$ cat src/rtl/ir_key_fifo.sv
// ir_key_fifo: NEC frame inverse check feeding a first-word-fall-through key FIFO
// with saturating error/overflow statistics.
module ir_key_fifo #(
   parameter int DEPTH       = 8,
   parameter int AW          = 3,
   parameter int STRICT_ADDR = 0,
   parameter int ERR_W       = 8
) (
   input  logic              i_clk,
   input  logic              i_rst_n,
   input  logic              i_cmd_ready,
   input  logic [31:0]       i_cmd_data,
   output logic              o_cmd_ack,
   input  logic              i_pop,
   output logic              o_key_valid,
   output logic [7:0]        o_key_addr,
   output logic [7:0]        o_key_cmd,
   output logic [AW:0]       o_fifo_count,
   output logic [ERR_W-1:0]  o_err_count,
   output logic [ERR_W-1:0]  o_ovf_count,
   input  logic              i_clr_stats
);
   typedef enum logic [1:0] {IDLE, CHECK, ACK} state_t;
   state_t           r_state, w_next;
   logic [31:0]      r_frame;
   logic             r_ack;
   logic [15:0]      r_mem [DEPTH];
   logic [AW-1:0]    r_wp, r_rp;
   logic [AW:0]      r_cnt;
   logic [ERR_W-1:0] r_err, r_ovf;
   logic             w_full, w_empty, w_valid, w_chk, w_pop, w_push, w_err_inc, w_ovf_inc;

   always_comb begin
      w_next = r_state;
      case (r_state)
         IDLE:    w_next = i_cmd_ready ? CHECK : IDLE;
         CHECK:   w_next = ACK;
         default: w_next = i_cmd_ready ? ACK : IDLE;
      endcase
   end

   assign w_full    = (r_cnt == (AW+1)'(DEPTH));
   assign w_empty   = (r_cnt == '0);
   assign w_chk     = (r_state == CHECK);
   assign w_valid   = (r_frame[31:24] == ~r_frame[23:16]) &&
                      (STRICT_ADDR == 0 || r_frame[15:8] == ~r_frame[7:0]);
   assign w_pop     = i_pop && !w_empty;
   // A same-cycle pop frees the slot, so a full FIFO can still accept the frame.
   assign w_push    = w_chk && w_valid && (!w_full || w_pop);
   assign w_err_inc = w_chk && !w_valid;
   assign w_ovf_inc = w_chk && w_valid && w_full && !w_pop;

   always_ff @(posedge i_clk or negedge i_rst_n) begin
      if (!i_rst_n) begin
         r_state <= IDLE;
         r_ack   <= 1'b0;
         r_frame <= '0;
         r_wp    <= '0;
         r_rp    <= '0;
         r_cnt   <= '0;
         r_err   <= '0;
         r_ovf   <= '0;
      end else begin
         r_state <= w_next;
         r_ack   <= (w_next == ACK);
         if (r_state == IDLE && i_cmd_ready) r_frame <= i_cmd_data;
         if (w_push) r_wp <= r_wp + 1'b1;
         if (w_pop) r_rp <= r_rp + 1'b1;
         if (w_push && !w_pop) r_cnt <= r_cnt + 1'b1;
         else if (w_pop && !w_push) r_cnt <= r_cnt - 1'b1;
         if (i_clr_stats) begin
            r_err <= '0;
            r_ovf <= '0;
         end else begin
            if (w_err_inc && r_err != '1) r_err <= r_err + 1'b1;
            if (w_ovf_inc && r_ovf != '1) r_ovf <= r_ovf + 1'b1;
         end
      end
   end

   always_ff @(posedge i_clk) begin
      if (w_push) r_mem[r_wp] <= {r_frame[7:0], r_frame[23:16]};
   end

   assign o_cmd_ack    = r_ack;
   assign o_key_valid  = !w_empty;
   assign o_key_addr   = w_empty ? 8'h00 : r_mem[r_rp][15:8];
   assign o_key_cmd    = w_empty ? 8'h00 : r_mem[r_rp][7:0];
   assign o_fifo_count = r_cnt;
   assign o_err_count  = r_err;
   assign o_ovf_count  = r_ovf;
endmodule

$ cat config.mk
export PLATFORM = sky130hd
export DESIGN_NAME = ir_key_fifo
export DESIGN_NICKNAME = d
export VERILOG_FILES = /design/src/rtl/ir_key_fifo.sv
export SDC_FILE = /design/constraint.sdc
export NUM_CORES = 1
export LEC_CHECK = 0
export ABC_AREA = 1
export BUFFER_PORTS_ARGS = -buffer_cell sky130_fd_sc_hd__buf_2
export CORE_MARGIN = 2
export CORE_UTILIZATION = 63
export DETAILED_ROUTE_END_ITERATION = 10
export PLACE_DENSITY = 0.94
export SLEW_MARGIN = 5
export SYNTH_ARGS = -nofsm -noshare
export SYNTH_HDL_FRONTEND = slang
export SYNTH_SLANG_ARGS = --single-unit
$ cat constraint.sdc
create_clock -name i_clk -period 5.7 [get_ports i_clk]
set_input_delay 0.57 -clock i_clk [delete_from_list [all_inputs] [get_ports i_clk]]
set_output_delay 0.57 -clock i_clk [all_outputs]
set_load 0.1 [all_outputs]
==> results.json, run 1 <==
{
  "status": "completed",
  "num_antenna_cells": 0,
  "arrival_ns": 3.49,
  "synth_cell_types": 30,
  "switching_share_pct": 48.3,
  "max_slew_margin_pct": 22.5,
  "syn_area_per_cell_um2": 10.8,
  "io-pin-count": 75,
  "gp_congestion": 0.809,
  "syn-cell-area_um2": 7710,
  "numCtsBuffers": 17,
  "final_antenna_net_count": 0,
  "syn2layout_area_growth_pct": 13.3,
  "final_hold_viol_count": 0,
  "setup_violations": 0,
  "dieWidth_um": 115,
  "end_kind": "output port",
  "timing.rr.start": "r_frame[23]$_DFFE_PN0P_",
  "yosys-top-cells-area": "edfxtp_1, dfrtp_1, nor2_1",
  "power.static_leakage_nw": 3.63,
  "crit_family": "flip-flops",
  "grt_overflow": 0,
  "dr.pass1.iters": 5,
  "worst-path-stages": 6,
  "drc": 0,
  "p_sw_w": 0.00252,
  "wirelength_mm": 17.8,
  "ir_drop_v": 0.000686,
  "critPathMaxStageDelay_ns": 1.14,
  "required_ns": 5.13,
  "synth-edff-count": 128,
  "yosysTopAreaCell": "edfxtp_1",
  "rsz0062_at_grt": "false",
  "skew_ns": 0.0116,
  "max_cap_violations": 0,
  "reg2reg_depth": 14,
  "fmax_mhz": 247,
  "reg2reg_to": "o_fifo_count[3]$_DFFE_PN0P_",
  "worst_setup_path_start_kind": "flop",
  "grt_pass1_vias": 5663,
  "power_density_nw_per_um2": 598,
  "cts_tree": "built",
  "worstPathMaxFanout": 67,
  "wire_per_inst_um": 19.0,
  "synth-async-reset-ratio_pct": 28.9,
  "report.final.slew_viol_count": 0,
  "nNetsFinal": 823,
  "crit_start": "r_rp[0]$_DFFE_PN0N_",
  "ys_top_cells_by_count": "nor2_1, edfxtp_1, nand2_1",
  "p_int_w": 0.00270,
  "synth_ff_type": "edfxtp_1",
  "synth_cells": 713,
  "critPathKind": "reg2out",
  "floorplan.die_area_um2": 13100,
  "drive_gt1_share_pct": 15.3,
  "start_util_pct": 64.4,
  "vias_per_cell": 5.91,
  "design_area_um2": 8730,
  "ctsResizeCount": 0,
  "path_clk_slew_ns": 0.07,
  "clock_latency_ns": 0.43,
  "hold_buffers": 0,
  "port-buffer-count": 66,
  "cts_sinks": 180,
  "vias": 5545,
  "synth_fp_nets": 758,
  "track_usage_pct": 28.5,
  "r2r_slack_ns": 2.86,
  "ys_ff_latch": 180,
  "final.min_clock_period_ns": 4.06,
  "clock-root-buffer": "clkbuf_16",
  "antenna_found_initial": 0,
  "cp_common_cell": "o21ai_0",
  "synth_top_cell_area_share_pct": 49.9,
  "hp-class": "in2async",
  "cts_setup_buffers": 0,
  "crit_buf_inv": 2,
  "clkPwrFrac_pct": 21.4,
  "fin_crit_sh_pct": 71.2,
  "pwr-share-comb_pct": 41.2,
  "core-area_um2": 12000,
  "grt_max_degree": 68,
  "yosysWarnings": 0,
  "worstSetupEndpoint": "o_key_cmd[0]",
  "slowest_stage": "dfrtp_2",
  "first_iter_violations": 619,
  "dpl.hpwl_mm": 10.1,
  "grt_pass1_wl_mm": 27.7,
  "crit_chain": "inv_2 > o21ai_0 > o21ai_0 > o21ai_1 > nor2_1 > buf_2",
  "rows": 40,
  "place_area_um2": 8170,
  "cts.path.max_buffers": 2,
  "tns_ns": 0,
  "yosysSeqAreaShare_pct": 66.8,
  "die_h_um": 115,
  "synth.most_common_cell": "nor2_1",
  "htree_levels": 4,
  "tightest_slew_ns": 1.16,
  "power_frac_seq_pct": 37.5
}
## final cells by class
cell class                      count  area, µm²
Sequential cell                   180       5150
Fill cell                         770       3230
Multi-Input combinational cell    469       2300
Clock buffer                       23        500
Timing Repair Buffer               76        405
Tap cell                          147        184
Inverter                           34        128
Clock inverter                      9       65.1
## cells in the final DEF, fill, tap and decap left out, types with 2 or more instances in the layout
master	Yosys	layout
nor2_1	160	160
dfrtp_1	52	51
nand4_1	3	3
inv_6	0	3
edfxtp_1	128	128
nor2_4	4	4
xnor2_1	5	5
a21oi_1	2	2
clkinv_1	2	2
xor2_1	12	12
buf_2	8	66
o21ai_0	87	87
clkinv_4	0	2
buf_4	2	10
o32ai_1	16	16
clkbuf_16	0	19
clkinv_2	0	3
inv_1	31	31
nand3_1	30	30
nand2_1	125	125
nand2_4	4	4
ha_1	7	7
clkbuf_1	18	3
o21ai_1	6	6
## flip-flops by register name (all words and copies together), names as in the netlist
register      count
r_wp              3
o_ovf_count       8
r_mem           128
o_fifo_count      4
o_err_count       8
r_frame          24
o_cmd_ack         1
r_rp              3
r_state           1
## cell families after synthesis
group	count (synthesis)	share of synthesized area [%]
fa+ha+maj	8	1.40
mux	1	0.146
flops	180	66.8
compound gates	112	8.15
xor+xnor	17	1.93
simple gates	331	18.3
buf+inv	64	3.34
## worst min path at each step
stage	end	slack [ns]
2_1_floorplan	o_cmd_ack$_DFF_PN0_	0.27
3_3_place_gp	r_frame[30]$_DFFE_PN0P_	0.48
3_5_place_dp	r_frame[31]$_DFFE_PN0P_	0.49
4_1_cts	r_frame[23]$_DFFE_PN0P_	0.27
5_1_grt	r_frame[3]$_DFFE_PN0P_	0.31
6_report	r_frame[23]$_DFFE_PN0P_	0.25
## power groups by stage
stage / sequential (W) / clock (W) / combinational (W)
final: 0.00196 / 0.00112 / 0.00215
after global routing: 0.00198 / 0.00117 / 0.00229
after CTS: 0.00195 / 0.00112 / 0.00215
after detailed placement: 0.00197 / 0 / 0.00212
after global placement: 0.00194 / 0 / 0.00205
after floorplan: 0.00196 / 0 / 0.00170
## metrics by stage
| stage | hold slack (ns) | power [W] | util [%] | setup WS, ns | instances |
|---|---|---|---|---|---|
| 4_1_cts | 0.266 | 0.00522 | 73.0 | 1.65 | 938 |
| 2_1_floorplan | 0.274 | 0.00366 | - | 1.72 | 713 |
| 6_report | 0.254 | 0.00522 | 73.0 | 1.64 | 938 |
| 3_5_place_dp | 0.494 | 0.00409 | 68.3 | 2.18 | 906 |
| 5_1_grt | 0.308 | 0.00545 | 73.0 | 1.38 | 938 |
| 3_3_place_gp | 0.482 | 0.00399 | 68.3 | 2.32 | 906 |
## routing by layer
| metal | vias up | wire length, µm | global-route usage, % | part of all wire (%) |
|---|---|---|---|---|
| met1 | 2666 | 6670 | 34.2 | 37 |
| met5 | - | 0 | 0 | 0 |
| met4 | 0 | 457 | 12.1 | 2.6 |
| met2 | 281 | 9290 | 50.1 | 52 |
| met3 | 38 | 1400 | 5.88 | 7.9 |
| li1 | 2560 | - | - | - |
Note: power is estimated with default switching activity, not from simulation.
==> run 2, diff against run 1 <==
- CORE_UTILIZATION: 63 -> 53
- PLACE_DENSITY: 0.94 -> 0.85
- clock period: 5.7 -> 3.6 ns (I/O delays scaled with it)
==> results.json, run 2 (synthesis gave the netlist of run 1 again) <==
{
  "crit_start": "r_rp[1]$_DFFE_PN0N_",
  "slowest_stage": "buf_4",
  "first_iter_violations": 551,
  "floorplan.die_area_um2": 15500,
  "grt_max_degree": 67,
  "largest_register_ffs": 128,
  "crit_chain": "buf_4 > o21ai_0 > o21ai_0 > o21ai_1 > nor2_2 > buf_2",
  "core-area_um2": 14400,
  "grt_pass1_wl_mm": 25.7,
  "rows": 44,
  "holdPathStages": 3,
  "report.final.slew_viol_count": 0,
  "tightest_slew_ns": 0.755,
  "setup_ws_ns": 0.709,
  "end_kind": "output port",
  "reg2reg_to": "o_fifo_count[3]$_DFFE_PN0P_",
  "wirelength_mm": 15.9,
  "cp_common_cell": "o21ai_0",
  "drive_gt1_share_pct": 17.5,
  "critPathKind": "reg2out",
  "setup_violations": 0,
  "crit_family": "buffers and inverters",
  "skew_ns": 0.0104,
  "tns_ns": 0,
  "final.min_clock_period_ns": 2.89,
  "power_density_nw_per_um2": 936,
  "final_hold_viol_count": 0,
  "dp_slack_ns": 0.915,
  "ir_drop_v": 0.000475,
  "max_cap_violations": 0,
  "syn2layout_area_growth_pct": 15.3,
  "antenna_found_initial": 0,
  "htree_levels": 4,
  "top_register": "r_mem",
  "hp-class": "in2reg",
  "cts.path.max_buffers": 2,
  "final_antenna_net_count": 0,
  "nNetsFinal": 832,
  "fill_cells": 1035,
  "timing.rr.start": "r_frame[19]$_DFFE_PN0P_",
  "die_h_um": 125,
  "dr.pass1.iters": 5,
  "track_usage_pct": 21.0,
  "num_antenna_cells": 0,
  "holdPathEnd": "r_frame[30]$_DFFE_PN0P_",
  "required_ns": 3.24,
  "worst_setup_path_start_kind": "flop",
  "numCtsBuffers": 17,
  "mostFrequentLayoutCells": "nor2_1, edfxtp_1, nand2_1, o21ai_0, buf_2",
  "path_clk_slew_ns": 0.07,
  "worstPathMaxFanout": 66,
  "power.static_leakage_nw": 3.68,
  "crit_buf_inv": 2,
  "gp_congestion": 0.810,
  "clock-root-buffer": "clkbuf_16",
  "status": "completed",
  "register_area_um2": 5140,
  "critPathMaxStageDelay_ns": 0.51,
  "cts_sinks": 180,
  "r2r_slack_ns": 0.79,
  "grt_pass1_vias": 5189,
  "reg2reg_depth": 14,
  "cts_setup_buffers": 0,
  "reg.largest.list": "r_mem: 128 flops, r_frame: 24 flops",
  "vias": 5339,
  "dpl.hpwl_mm": 9.40,
  "port-buffer-count": 66,
  "drc": 0,
  "rsz0062_at_grt": "false",
  "multi_input_area_um2": 2330,
  "start_util_pct": 53.6,
  "fmax_mhz": 346,
  "io-pin-count": 75,
  "max_slew_margin_pct": 49.4,
  "grt_overflow": 0,
  "arrival_ns": 2.53,
  "final_common_cell": "nor2_1",
  "worst-path-stages": 6,
  "fin_crit_sh_pct": 80.3,
  "clock_latency_ns": 0.43,
  "wire_per_inst_um": 16.1,
  "min_from": "i_cmd_data[30]",
  "vias_per_cell": 5.43,
  "cts_tree": "built",
  "dieWidth_um": 125
}
## run 2: worst max-delay path by stage
stage                                        endpoint  slack, ns
after detailed placement  o_fifo_count[3]$_DFFE_PN0P_       0.91
after floorplan                         o_key_addr[6]       0.25
after CTS                                o_key_cmd[1]       0.73
final                                    o_key_cmd[1]       0.71
after global placement    o_fifo_count[3]$_DFFE_PN0P_       1.01
after global routing                     o_key_cmd[1]       0.53
## run 2: what timing repair did
action	in CTS	in global routing
resized for setup	0	0
hold buffers	1	0
hold endpoints to repair	19	0
## run 2: per-layer routing
| layer | GRT usage, % | wire, µm |
|---|---|---|
| met4 | 9.05 | 340 |
| met5 | 0 | 0 |
| met1 | 26.0 | 6590 |
| met2 | 36.3 | 8120 |
| met3 | 3.87 | 802 |
## run 2: final cells by class
| type | count | share of cell area (%) |
|---|---|---|
| Clock buffer | 19 | 5.22 |
| Clock inverter | 13 | 1.32 |
| Inverter | 34 | 1.44 |
| Multi-Input combinational cell | 469 | 26.2 |
| Sequential cell | 180 | 57.9 |
| Tap cell | 184 | 2.59 |
| Timing Repair Buffer | 85 | 5.35 |
## run 2: worst register-to-register path, delay by kind of cell (launching register included)
kind | cells | cell delay (ns)
AO/OA/AOI/OAI | 3 | 0.43
adder cells (fa/ha/maj) | 2 | 0.51
buffers and inverters | 1 | 0.10
flip-flops | 1 | 0.56
XOR/XNOR | 1 | 0.15
AND/OR/NAND/NOR | 7 | 0.94
## run 2: through the flow
step	total power [W]	instances	util, %	instance area, µm²	hold slack (ns)
2_1_floorplan	0.00584	713	-	7730	0.0644
3_3_place_gp	0.00643	951	57.7	8300	0.330
3_5_place_dp	0.00651	951	57.7	8300	0.335
4_1_cts	0.00832	984	61.9	8890	0.121
5_1_grt	0.00870	984	61.9	8890	0.134
6_report	0.00832	984	61.9	8890	0.126
## run 2: where the power goes
part / internal, W / total [W] / switching [W]
registers: 0.00261 / 0.00294 / 0.000323
clock network: 0.00102 / 0.00180 / 0.000781
logic: 0.000723 / 0.00358 / 0.00286
==> run 3, diff against run 2 <==
- ABC_AREA: 1 -> 0
- CORE_UTILIZATION: 53 -> 58
- PLACE_DENSITY: 0.85 -> 0.89
- clock period: 3.6 -> 2.7 ns (I/O delays scaled with it)
==> results.json, run 3 <==
{
  "status": "completed",
  "setup_ws_ns": 0.0912,
  "cts_tree": "built",
  "yosysSeqAreaShare_pct": 69.7,
  "drc": 0,
  "final.min_clock_period_ns": 2.61,
  "end_kind": "output port",
  "fmax_mhz": 383,
  "pwr-share-comb_pct": 41.1,
  "port-buffer-count": 66,
  "dpl.hpwl_mm": 9.56,
  "vias_per_cell": 5.88,
  "grt_pass1_wl_mm": 23.6,
  "grt_overflow": 0,
  "worst_setup_path_start_kind": "flop",
  "reg.largest.list": "r_mem: 128 flops, r_frame: 24 flops",
  "rsz0062_at_grt": "false",
  "nNetsFinal": 566,
  "synth_fp_nets": 463,
  "wirelength_mm": 15.0,
  "clkPwrFrac_pct": 22.5,
  "synth_compound_area_share_pct": 2.56,
  "synth-edff-count": 128,
  "ys_ff_latch": 180,
  "htree_levels": 4,
  "synth_top_family_by_area": "multiplexers",
  "dieWidth_um": 117,
  "synth_xor_area_share_pct": 2.37,
  "cts_sinks": 180,
  "synth_ff_type": "edfxtp_1",
  "worstPathMaxFanout": 16,
  "synth_adder_area_share_pct": 1.46,
  "top_register": "r_mem",
  "power_frac_seq_pct": 36.4,
  "num_antenna_cells": 0,
  "syn-cell-area_um2": 7390,
  "cts.path.max_buffers": 2,
  "final_antenna_net_count": 0,
  "tightest_slew_ns": 0.976,
  "floorplan.die_area_um2": 13700,
  "dp_slack_ns": 0.102,
  "die_h_um": 117,
  "io-pin-count": 75,
  "path_clk_slew_ns": 0.06,
  "clock-root-buffer": "clkbuf_16",
  "power.static_leakage_nw": 3.32,
  "setup_violations": 0,
  "syn_area_per_cell_um2": 17.7,
  "max_slew_margin_pct": 34.9,
  "synth_simple_gate_area_share_pct": 6.35,
  "fill_cells": 805,
  "critPathKind": "reg2out",
  "rows": 41,
  "yosys-top-cells-area": "edfxtp_1, dfrtp_1, mux4_2",
  "vias": 4148,
  "switching_share_pct": 42.0,
  "core-area_um2": 12500,
  "gp_congestion": 0.790,
  "ys_top_cells_by_count": "edfxtp_1, dfrtp_1, mux4_2",
  "final_common_cell": "edfxtp_1",
  "max_cap_violations": 0,
  "synth-async-reset-ratio_pct": 28.9,
  "synth_top_cell_area_share_pct": 52.0,
  "track_usage_pct": 24.1,
  "synth.most_common_cell": "edfxtp_1",
  "clock_latency_ns": 0.43,
  "place_area_um2": 8260,
  "ir_drop_v": 0.000786,
  "antenna_found_initial": 0,
  "numCtsBuffers": 17,
  "design_area_um2": 8900,
  "dr.pass1.iters": 5,
  "syn2layout_area_growth_pct": 20.5,
  "yosysTopAreaCell": "edfxtp_1",
  "start_util_pct": 59.0,
  "grt_pass1_vias": 4447,
  "largest_register_ffs": 128,
  "power_density_nw_per_um2": 1230,
  "mostFrequentLayoutCells": "edfxtp_1, buf_2, dfrtp_1, buf_4, mux4_2",
  "skew_ns": 0.00815,
  "fin_crit_sh_pct": 96.6,
  "total_power_w": 0.0109,
  "r2r_slack_ns": 0.15,
  "p_int_w": 0.00633,
  "grt_max_degree": 42,
  "first_iter_violations": 377,
  "synthMuxAreaShare_pct": 16.3,
  "drive_gt1_share_pct": 42.9,
  "synth_cells": 418,
  "final_hold_viol_count": 0,
  "hold_buffers": 0,
  "required_ns": 2.43,
  "synth_cell_types": 46,
  "yosysWarnings": 0,
  "arrival_ns": 2.34,
  "p_sw_w": 0.00459,
  "hp-class": "in2async",
  "wire_per_inst_um": 21.3,
  "report.final.slew_viol_count": 0
}
==> run 3: changes by cell type after synthesis, moves of 12 or more <==
cell / change
nand3_1: -23
mux2_2: +25
nand2_1: -117
inv_1: -25
mux4_2: +32
o32ai_1: -16
xnor2_1: +12
o21ai_0: -82
nor2_1: -131
mux2i_1: +17
==> run 3: cells by family after synthesis <==
logic type                 count (synthesis)
DFF                                      180
and+or+nand+nor                           81
muxes                                     77
AOI/OAI and AO/OA                         28
buffers and inverters                     24
xor gates and xnor gates                  20
adders and majority gates                  8
==> run 3: path summary, 6_finish.rpt <==
path                       cells past startpoint                     endpoint                   startpoint
min reg2reg                                    0        r_mem[0][2]$_DFFE_PP_      r_frame[18]$_DFFE_PN0P_
min in group i_clk                             2      r_frame[29]$_DFFE_PN0P_               i_cmd_data[29]
max                                            5                 o_key_cmd[4]  o_fifo_count[0]$_DFFE_PN0P_
max in group asynchronous                      1  o_fifo_count[0]$_DFFE_PN0P_                      i_rst_n
min                                            1   o_ovf_count[1]$_DFFE_PN0P_                      i_rst_n
max reg2reg                                   12  o_fifo_count[3]$_DFFE_PN0P_  o_fifo_count[0]$_DFFE_PN0P_
==> run 3: power by group through the flow <==
stage,combinational (W),clock (W),sequential [W]
floorplan,0.00330,0,0.00423
global placement,0.00434,0,0.00399
detailed placement,0.00441,0,0.00404
CTS,0.00444,0.00249,0.00399
global route,0.00473,0.00259,0.00403
finish,0.00449,0.00246,0.00397
==> run 3: final cells by class <==
| type | instances | area, µm² | share of cell area [%] |
|---|---|---|---|
| inverter | 7 | 36.3 | 0.408 |
| clock buffer | 20 | 447 | 5.02 |
| timing repair buffer | 101 | 618 | 6.95 |
| multi-input combinational | 214 | 2270 | 25.6 |
| tap | 172 | 215 | 2.42 |
| clock inverter | 12 | 145 | 1.63 |
| sequential | 180 | 5160 | 58.0 |
==> run 3: through the flow <==
step	setup TNS [ns]	cells	utilization, %	hold slack [ns]
after floorplan	-4.81	418	-	-0.0256
after global placement	0	669	66.0	0.442
after detailed placement	0	669	66.0	0.466
after CTS	0	701	70.8	0.0157
after global routing	0	706	71.1	0.0717
final	0	706	71.1	0.00660
==> run 3: routing by layer <==
| layer | global-route usage, % | part of all wire, % | up-vias |
|---|---|---|---|
| li1 | - | - | 1842 |
| met1 | 30.4 | 40 | 2133 |
| met2 | 41.8 | 53 | 157 |
| met3 | 5.15 | 6.3 | 16 |
| met4 | 8.55 | 1.4 | 0 |
| met5 | 0 | 0 | - |
==> run 3: timing repair <==
item                                   CTS  global route
buffers inserted                         0             5
gates resized for setup                  0             3
setup endpoints to repair                0            12
endpoints found under the hold margin    0             0
==> run 3: worst max-delay path, stage by stage, from the launching register on <==
cell and delay, ns:
dfrtp_4 0.51, or3_4 0.44, nor2_4 0.20, buf_4 0.31
nor2_1 0.14, buf_2 0.31
